## src/rtl/fetch_ctrl.sv

```systemverilog
//==============================================================================
// Module   : fetch_ctrl
// Purpose  : Next-PC select and F/D/E/M stall/flush control (exceptions, eret,
//            hazards, mult/div busy). Optional macro: FETCH_CTRL_MD_STALL_EN.
// Revision : 1.0 - initial release
//==============================================================================
`default_nettype none

module fetch_ctrl (
    input  logic       clk,
    input  logic       reset,
    input  logic       exc_req,
    input  logic       eret_D,
    input  logic       epc_wr_pend,
    input  logic       haz_stall,
    input  logic       br_D,
    input  logic       jal_D,
    input  logic       jr_D,
    input  logic       j_D,
    input  logic       md_start,
    input  logic       md_is_div,
    input  logic       md_use_D,
    output logic       npc_en,
    output logic       npc_req,
    output logic [2:0] npc_op,
    output logic       stall_FD,
    output logic       flush_E,
    output logic       flush_all,
    output logic       md_busy,
    output logic       exc_ack,
    output logic [1:0] state
);

    localparam logic [2:0] NPC_OTHER  = 3'd0;
    localparam logic [2:0] NPC_BRANCH = 3'd1;
    localparam logic [2:0] NPC_JAL    = 3'd2;
    localparam logic [2:0] NPC_JR     = 3'd3;
    localparam logic [2:0] NPC_J      = 3'd4;
    localparam logic [2:0] NPC_EPC    = 3'd5;

    typedef enum logic [1:0] {
        S_RUN       = 2'd0,
        S_HAZ       = 2'd1,
        S_ERET_WAIT = 2'd2,
        S_EXC       = 2'd3
    } state_t;

    state_t state_q, state_d;
    logic   exc_ack_q;
    logic   w_stall;

`ifdef FETCH_CTRL_MD_STALL_EN
    logic [3:0] md_cnt_q, md_cnt_d;

    // A new op is accepted only when idle and not being killed by an exception.
    always_comb begin
        md_cnt_d = md_cnt_q;
        if (md_cnt_q != 4'd0)
            md_cnt_d = md_cnt_q - 4'd1;
        else if (md_start && !exc_req)
            md_cnt_d = md_is_div ? 4'd10 : 4'd5;
    end

    always_ff @(posedge clk) begin
        if (reset)
            md_cnt_q <= 4'd0;
        else
            md_cnt_q <= md_cnt_d;
    end

    assign md_busy = (md_cnt_q != 4'd0);
`else
    logic w_md_unused;
    assign w_md_unused = md_start ^ md_is_div;
    assign md_busy     = 1'b0;
`endif

    assign w_stall = haz_stall || (md_use_D && md_busy);

    always_comb begin
        npc_en    = 1'b1;
        npc_req   = 1'b0;
        npc_op    = NPC_OTHER;
        stall_FD  = 1'b0;
        flush_E   = 1'b0;
        flush_all = 1'b0;
        state_d   = state_q;
        if (reset) begin
            state_d = S_RUN;
        end else if (state_q == S_EXC) begin
            state_d = S_RUN;
        end else if (exc_req) begin
            npc_req   = 1'b1;
            flush_all = 1'b1;
            state_d   = S_EXC;
        end else if (state_q == S_ERET_WAIT) begin
            if (epc_wr_pend) begin
                npc_en   = 1'b0;
                stall_FD = 1'b1;
                flush_E  = 1'b1;
            end else begin
                npc_op  = NPC_EPC;
                state_d = S_RUN;
            end
        end else if (eret_D && epc_wr_pend) begin
            npc_en   = 1'b0;
            stall_FD = 1'b1;
            flush_E  = 1'b1;
            state_d  = S_ERET_WAIT;
        end else if (eret_D) begin
            npc_op  = NPC_EPC;
            state_d = S_RUN;
        end else if (w_stall) begin
            npc_en   = 1'b0;
            stall_FD = 1'b1;
            flush_E  = 1'b1;
            state_d  = S_HAZ;
        end else begin
            // Leaving HAZ honours the D-stage decode in the same cycle.
            state_d = S_RUN;
            if (jr_D)
                npc_op = NPC_JR;
            else if (jal_D)
                npc_op = NPC_JAL;
            else if (j_D)
                npc_op = NPC_J;
            else if (br_D)
                npc_op = NPC_BRANCH;
        end
    end

    always_ff @(posedge clk) begin
        if (reset) begin
            state_q   <= S_RUN;
            exc_ack_q <= 1'b0;
        end else begin
            state_q   <= state_d;
            exc_ack_q <= (state_d == S_EXC);
        end
    end

    assign state   = state_q;
    assign exc_ack = exc_ack_q;

endmodule

`default_nettype wire

```

## config.mk

```make
export PLATFORM = sky130hd
export DESIGN_NAME = fetch_ctrl
export DESIGN_NICKNAME = d
export VERILOG_FILES = /design/src/rtl/fetch_ctrl.sv
export SDC_FILE = /design/constraint.sdc
export NUM_CORES = 1
export LEC_CHECK = 0
export CORE_AREA = 2 2 39 41
export CTS_CLUSTER_DIAMETER = 40
export DETAILED_ROUTE_END_ITERATION = 8
export DIE_AREA = 0 0 41 43
export PLACE_DENSITY = 0.61
export SYNTH_ARGS = -nofsm -noshare
export SYNTH_HDL_FRONTEND = slang
export SYNTH_SLANG_ARGS = --single-unit
```

## constraint.sdc

```tcl
create_clock -name clk -period 2.5 [get_ports clk]
set_input_delay 0.375 -clock clk [delete_from_list [all_inputs] [get_ports clk]]
set_output_delay 0.375 -clock clk [all_outputs]
set_load 0.1 [all_outputs]
```

After elaboration in Yosys (flattened, before gate mapping)
Index checks and enable logic that the tools add are counted.

Equal/unequal tests: 3. Mux-type cells: 39. Reduce and logical (&&, ||, !) cells: 1.

Operators with widths (number): 2-to-1 mux 3 bit (11); 2-to-1 mux 1 bit (22); 2-to-1 mux 2 bit (6); == test 2 bit (second input constant) (3); logical AND 1 bit (1).

Bits in registers: 3. Input port bits: 13. Logic and storage cells: 45.

Logic depth before layout (Yosys ltp)
Gate-level depths: netlist of run 1.

Depth after elaboration: 11. Gate-level depth with buffers: 4.

Least setup slack after synthesis of run 1
Ideal clock, no wire load.

Kind: register to output. Start: reg state_q[1] (netlist: state[1]). End: out stall_FD. Arrival time: 3452 ps. Data required time: 2125 ps. Path slack: -1327 ps. Cell stages (with the launch flop): 5. Path buffers: 1. Cells stage by stage: dfxtp_1 > nor2b_4 > o21ai_0 > a21oi_1 > buf_4.

Cells in the longest elaborated chain, start to end: 5.

Ends and longest elaborated chain: start: declaration (RTL line 48) `state_t state_q, state_d;`; start signal: assignment (RTL line 137) `state_q <= state_d;`; == test 2 bit (RTL line 96) `end else if (state_q == S_ERET_WAIT) begin`; 2-to-1 mux 1 bit (2 in a row); 2-to-1 mux 1 bit (*) (2 in a row); end: declaration (RTL line 26) `output logic stall_FD,`.

Every way passes the cells marked *; elsewhere a longest branch is shown, timed or not.

Worst setup path after layout of run 1
Start: in haz_stall. End: out stall_FD.

Cells in the longest elaborated chain, start to end: 7.

Ends and longest elaborated chain: start: declaration (RTL line 15) `input logic haz_stall,`; 2-to-1 mux 1 bit (RTL line 113) `end else if (w_stall) begin`; 2-to-1 mux 1 bit (RTL line 110) `end else if (eret_D) begin`; 2-to-1 mux 1 bit (RTL line 105) `end else if (eret_D && epc_wr_pend) begin`; 2-to-1 mux 1 bit (RTL line 96); 2-to-1 mux 1 bit (RTL line 92) `end else if (exc_req) begin`; 2-to-1 mux 1 bit (RTL line 90) `end else if (state_q == S_EXC) begin`; 2-to-1 mux 1 bit (RTL line 88) `if (reset) begin`.

No other way between the ends.

==> flow_metrics.py, run 1 <==
metrics = {
    "power": {
        "p_per_area_nw_per_um2": 512.7,
        "total_power_w": 0.0002970,
        "swShare_pct": 44.89,
        "clock_power_share_pct": 29.2,
        "peakVddDrop_mv": 0.2870,
        "pwr-share-seq_pct": 18.8,
        "p_leak_nw": 0.2181,
        "p_int_w": 0.0001637,
        "combPwrFrac_pct": 52.0,
        "switchingPower_w": 0.0001333,
    },
    "routing": {
        "firstDrtPassIters": 1,
        "drc_errors": 0,
        "viasPerCell": 4.206,
        "dr_wl_met3_um": 90,
        "top_layer_used": "met3",
        "wl_met1_um": 247,
        "post_drt_wl_per_cell_um": 9.691,
        "ant_nets": 0,
        "vias": 286,
        "wirelength_um": 659,
        "met2_length_um": 321,
        "drt_iter0_drc": 0,
    },
    "timing": {
        "rsz0062_at_grt": "false",
        "skew_ns": 0.002792,
        "finalMaxSlewViolations": 0,
        "setup_viol": 0,
        "fin_tns_setup_ns": 0,
        "period_minus_slack_ns": 2.216,
        "fmax_mhz": 451.2,
        "finalHoldViolCount": 0,
        "period_share_pct": 88.65,
    },
    "global_routing": {
        "grt_max_degree": 7,
        "antenna_found_initial": 0,
        "gr-total-overflow": 0,
        "grt_pass1_vias": 261,
        "grt_pass1_wl_um": 1083,
        "grt_use_total_pct": 9.610,
    },
    "clock_tree": {
        "cts_htree_levels": 1,
        "postCtsHoldBufs": 0,
        "cts.path.max_buffers": 2,
        "cts-resized-gates": 0,
        "tritoncts": "yes",
        "clk_pin_slew_ns": 0.04,
        "cts_made_buffers": 3,
        "post-cts-setup-buffers": 0,
        "root_buffer": "clkbuf_4",
        "cts_sinks": 3,
        "insertion_delay_ns": 0.24,
    },
    "synthesis": {
        "synthXorXnorAreaFrac_pct": 0,
        "ys_seq_area_share_pct": 24.00,
        "ys_async_sr_fraction_pct": 0,
        "yosys-top-cells-count": "4 x a21oi_1, 3 x buf_4, 3 x dfxtp_1",
        "synth.area.top_cells": "dfxtp_1 24%, buf_4 9.0%, a21oi_1 8.0%",
        "muxShareOfSynthArea_pct": 0,
        "synthCells": 31,
        "synth-seq-cells": 3,
        "dominantRegCellSynth": "dfxtp_1",
        "synth_compound_area_share_pct": 28.00,
        "synth_simple_gate_area_share_pct": 36.00,
        "synth_top_family_by_area": "simple AND/OR/NAND/NOR gates",
        "yosysUniqueCellTypes": 19,
        "synth_edf_count": 0,
        "synth_fa_ha_area_share_pct": 0,
        "yosysMostFrequentCell": "a21oi_1",
        "yosysWarningCount": 0,
        "yosys.area.top_type_share_pct": 24.00,
        "synth_area_um2": 250.2,
        "netlist.top_cell.by_area": "dfxtp_1",
        "syn_area_per_cell_um2": 8.072,
        "syn_nets": 44,
    },
    "floorplanning": {
        "fp.dieH_um": 43,
        "core_area_um2": 1384,
        "initial_core_util_pct": 18.08,
        "die_area_um2": 1763,
        "io_pins": 25,
        "num_rows": 14,
        "die_w_um": 41,
    },
    "worst_setup_path": {
        "crit_type": "input port to primary output",
        "critPathArrivalTime_ns": 1.84,
        "critPathBufInv": 3,
        "max_stage_delay_ns": 0.54,
        "cp_slowest_cell": "clkdlybuf4s50_1",
        "cp.required_ns": 2.12,
        "cp_cell_sequence": "clkdlybuf4s50_1 -> inv_1 -> or3_1 -> a21oi_4 -> buf_12",
        "path_delay_family": "buffers and inverters",
        "crit_path_max_fanout": 3,
        "endpoint_kind": "primary output",
        "start_kind": "input port",
    },
    "placement": {
        "gp_congestion": 0.6757,
        "port_buffers": 20,
        "dp_hpwl_um": 552.8,
    },
    "finish": {
        "regArea_um2": 65.06,
        "antenna_cells": 0,
        "n_fill_cell": 133,
        "drive_above_1_share_pct": 42.31,
        "syn_to_final_growth_pct": 131.5,
        "layout.nets": 66,
        "multi_input_area_um2": 191.4,
    },
    "hold_path": {
        "worstHoldPathType": "register to register",
    },
    "job": {
        "maxCapViolations": 0,
    },
    "run_status": {
        "outcome": "completed",
    },
}
-- stage by stage --
| stage | hold slack (ns) | utilization (%) | cell area, um^2 | std cells | setup slack, ns |
|---|---|---|---|---|---|
| 2_1_floorplan | 0.4967 | - | 282.8 | 31 | 0.02606 |
| 6_report | 0.6032 | 41.86 | 579.3 | 68 | 0.2838 |
| 3_5_place_dp | 0.6001 | 39.96 | 553.0 | 64 | 0.2760 |
| 3_3_place_gp | 0.6020 | 39.96 | 553.0 | 64 | 0.2817 |
| 5_1_grt | 0.6531 | 41.86 | 579.3 | 68 | 0.2156 |
| 4_1_cts | 0.6071 | 41.86 | 579.3 | 68 | 0.2760 |
-- layer usage --
metal / vias to the layer above / global-route usage [%]
met3: 0 / 6.806
met1: 120 / 11.46
li1: 152 / -
met5: - / 0
met4: 0 / 6.000
met2: 14 / 11.88
-- flip-flops by register name (all words and copies together), names as in the netlist --
signal,flops
exc_ack,1
state,2
-- worst register-to-register path, delay by kind of cell (launching register included) --
family / cells / cell delay [ns]
compound gates: 2 / 0.40
flops: 1 / 0.35
simple gates: 1 / 0.30
-- logic make-up after synthesis --
group,after synthesis
AND/OR/NAND/NOR,12
AO/OA/AOI/OAI,11
buffers and inverters,4
flip-flops,3
other,1
-- power groups by stage --
| stage | Combinational (W) | Clock (W) | Sequential (W) |
|---|---|---|---|
| 2_1_floorplan | 0.0000784 | 0 | 0.0000830 |
| 3_3_place_gp | 0.000155 | 0 | 0.0000566 |
| 3_5_place_dp | 0.000155 | 0 | 0.0000567 |
| 4_1_cts | 0.000156 | 0.0000915 | 0.0000559 |
| 5_1_grt | 0.000161 | 0.0000963 | 0.0000566 |
| 6_report | 0.000154 | 0.0000866 | 0.0000560 |
-- layout make-up --
type / instances / share of cell area (%)
clock buffer: 4 / 4.536
inverter: 1 / 0.6479
multi-input combinational: 24 / 33.05
sequential: 3 / 11.23
tap: 16 / 3.456
timing repair buffer: 20 / 47.08
-- path summary, 6_finish.rpt --
path | cells after the start | end | start | slack (ns)
worst max-delay path | 5 | stall_FD | haz_stall | 0.28
worst min-delay path | 2 | state[1]$_SDFF_PP0_ | state[0]$_SDFF_PP0_ | 0.60
worst max register to register | 3 | state[0]$_SDFF_PP0_ | state[0]$_SDFF_PP0_ | 1.38
worst min register to register | 2 | state[1]$_SDFF_PP0_ | state[0]$_SDFF_PP0_ | 0.60
-- cells in the final DEF, fill, tap and decap left out, drive strengths merged --
cell and n:
nor2 2, a21o 1, a21oi 4, nand4 1, nor3b 1, and2 2, dfxtp 3, clkdlybuf4s50 9
o21a 2, buf 11, inv 1, o211ai 1, o21bai 2, conb 1, o21ai 1, or3 2
nor4 1, nand2b 2, nor2b 1, clkbuf 4
Power figures use the tool's default switching activity.
==> run 2: changes to the inputs <==
--- a/config.mk
+++ b/config.mk
@@ -5,6 +5,7 @@
 export SDC_FILE = /design/constraint.sdc
 export NUM_CORES = 1
 export LEC_CHECK = 0
+export CAP_MARGIN = 30
 export CORE_AREA = 2 2 39 41
 export CTS_CLUSTER_DIAMETER = 40
 export DETAILED_ROUTE_END_ITERATION = 8
==> results of run 2 <==
Same layout as run 1: the final DEF is identical, and so are final timing and power.
==> run 3: changes to the inputs <==
--- a/config.mk
+++ b/config.mk
@@ -10,6 +10,7 @@
 export CTS_CLUSTER_DIAMETER = 40
 export DETAILED_ROUTE_END_ITERATION = 8
 export DIE_AREA = 0 0 41 43
+export HOLD_SLACK_MARGIN = 0.12
 export PLACE_DENSITY = 0.61
 export SYNTH_ARGS = -nofsm -noshare
 export SYNTH_HDL_FRONTEND = slang
==> results of run 3 <==
Same layout as run 1: the final DEF is identical, and so are final timing and power.
==> RTL change: new RTL, settings of run 2 <==
Add a define of `FETCH_CTRL_MD_STALL_EN`.
--- a/src/rtl/fetch_ctrl.sv
+++ b/src/rtl/fetch_ctrl.sv
@@ -5,6 +5,8 @@
 // Revision : 1.0 - initial release
 //==============================================================================
 `default_nettype none
+
+`define FETCH_CTRL_MD_STALL_EN
 
 module fetch_ctrl (
     input  logic       clk,
Check against the original RTL: not equivalent (Yosys sat finds a counterexample within 4 cycles, from zero or initial values and one cycle with reset high).
==> RTL change against run 2 <==
- total power rose to 2.9 times the old value
- setup slack got worse by 0.065 ns
- sequential share of layout area rose by 4.4 points
- synthesized area rose by 100%
- cell area rose by 60%
- critical path depth did not move
- routed wire length rose by 100%
- sequential cell count rose by 4
- worst hold slack got worse by 0.048 ns
- count of clock-buffer cells in the layout fell by 1
- fmax fell by 2.9%
- combinational power rose to 3.7 times the old value
- sequential power rose to 3.5 times the old value
==> RTL change: results (changes against run 2) <==
** Run status
- The run finished with clean final reports.

** Placement
- Placement Setup Slack :: 0.218 ns (-0.0584 ns)
- The number of buffer cells added on primary ports came to 24 (+20%).
- Area after DPL :: 902 um^2 (+63%)
- The placer's final routability congestion estimate came to 0.732 (+8.3%).

** Route
- Wire per inst :: 12.3 um (+27%)
- Iter 0 DRT Violations :: 6 (+6)

** Logic synthesis
- The sequential fraction of the synthesis area was 27.3% (+3.3 points).
- Yosys attributes the largest share of cell area to dfxtp_1 (27%), a21oi_1 (8.8%), a211o_1 (5.1%).
- Most numerous cell types in the synthesized netlist :: a21oi_1 (9), dfxtp_1 (7), inv_1 (5)
- The count of distinct cell types in the synthesized netlist is 27 (+8).
- Syn nets :: 78 (+77%)

** Global route
- Global-route usage over all layers :: 18.1% (+8.5 points)
- The pin count of the biggest net entering global routing was 9 (+2).
- The number of global-route vias before repair was 541 (+110%).
- The global-route wire length before repair is 2210 um (+100%).

** Worst setup path
- Number of cells traversed by the worst register-to-register path :: 5 (+2)
- The worst register-to-register path begins at md_cnt_q[0].
- Data arrival time of the worst path :: 1.91 ns (+0.07 ns)
- Tracing the worst setup path back leads to its startpoint at eret_D.
- The register-to-register setup slack came to 1.13 ns (-0.25 ns).
- Worst-path maximum fanout :: 4 (+1)
- R2R Path End :: md_cnt_q[1]

** Power and ir drop
- Static Leak :: 0.366 nW (+68%)

** Hold path
- Worst-case hold path end point :: md_cnt_q[3]
- Startpoint of the most critical hold path :: md_cnt_q[3]

** Clock tree
- CTS clock-pin slew for the worst setup and hold paths :: 0.06 ns (+0.02 ns)

** Layout
- # fillers :: 115 (-14%)
- The fraction of final layout cells sized beyond drive strength 1 is 37.4% (-4.9 points).
- Max FFs per register :: 4 (+2)

** STA
- The final worst clock skew came to 0.0109 ns (+0.00814 ns).
RTL change: cell types whose count changed after synthesis, sizes merged, moves of 2 or more:
cell / before / now
a21oi: 4 / 9
o21ai: 1 / 4
o21a: 2 / 0
nor3b: 1 / 4
inv: 1 / 6
o21bai: 2 / 0
nand2: 0 / 3
nor2b: 1 / 4
a211o: 0 / 3
dfxtp: 3 / 7
or3: 2 / 0
nor3: 0 / 2
nor2: 2 / 4
RTL change: critical path: stages:
cell	delay, ns
clkdlybuf4s50_1	0.46
or2_4	0.29
a211o_1	0.29
a211o_1	0.31
buf_12	0.18
RTL change: layer usage:
metal,GRT usage [%],up-vias,wire length (um)
met1,23.0,244,596
li1,-,283,-
met3,9.42,0,95
met2,26.6,19,626
met5,0,-,0
met4,4.00,0,0
RTL change: cell type report:
cell class | count | area share, %
flip-flops and latches | 7 | 15.6
multi-input cells | 48 | 40.4
inverters | 6 | 3.90
well taps | 16 | 2.15
clock inverters | 1 | 0.538
repair buffers | 26 | 35.0
clock buffers | 3 | 2.42
RTL change: report_power, final:
part	switching [mW]	internal, mW	total [mW]	leakage, nW
Sequential	0.0440	0.150	0.194	0.0592
Combinational	0.325	0.238	0.563	0.290
Clock	0.0454	0.0586	0.104	0.0177
RTL change: cells by family after synthesis:
logic type | after synthesis | synth area share [%]
flops | 7 | 27.3
simple gates | 24 | 31.7
compound gates | 23 | 30.5
buf+inv | 9 | 8.05
fa+ha+maj | 1 | 2.44
RTL change: stage by stage:
| step | power (mW) | setup TNS [ns] | utilization [%] | hold WS (ns) | std cells |
|---|---|---|---|---|---|
| detailed placement | 0.758 | 0 | 65.2 | 0.542 | 103 |
| finish | 0.861 | 0 | 67.2 | 0.555 | 107 |
| global route | 0.911 | 0 | 67.2 | 0.597 | 107 |
| floorplan | 0.629 | -0.0446 | - | 0.497 | 64 |
| CTS | 0.865 | 0 | 67.2 | 0.554 | 107 |
| global placement | 0.752 | 0 | 65.2 | 0.539 | 103 |
RTL change: worst max-delay path by stage:
stage	endpoint	slack [ns]	depth (start not counted)
finish	npc_en	0.22	5
floorplan	npc_op[1]	-0.04	5
CTS	npc_en	0.21	5
global placement	npc_en	0.23	5
detailed placement	npc_en	0.22	5
global route	npc_en	0.18	5
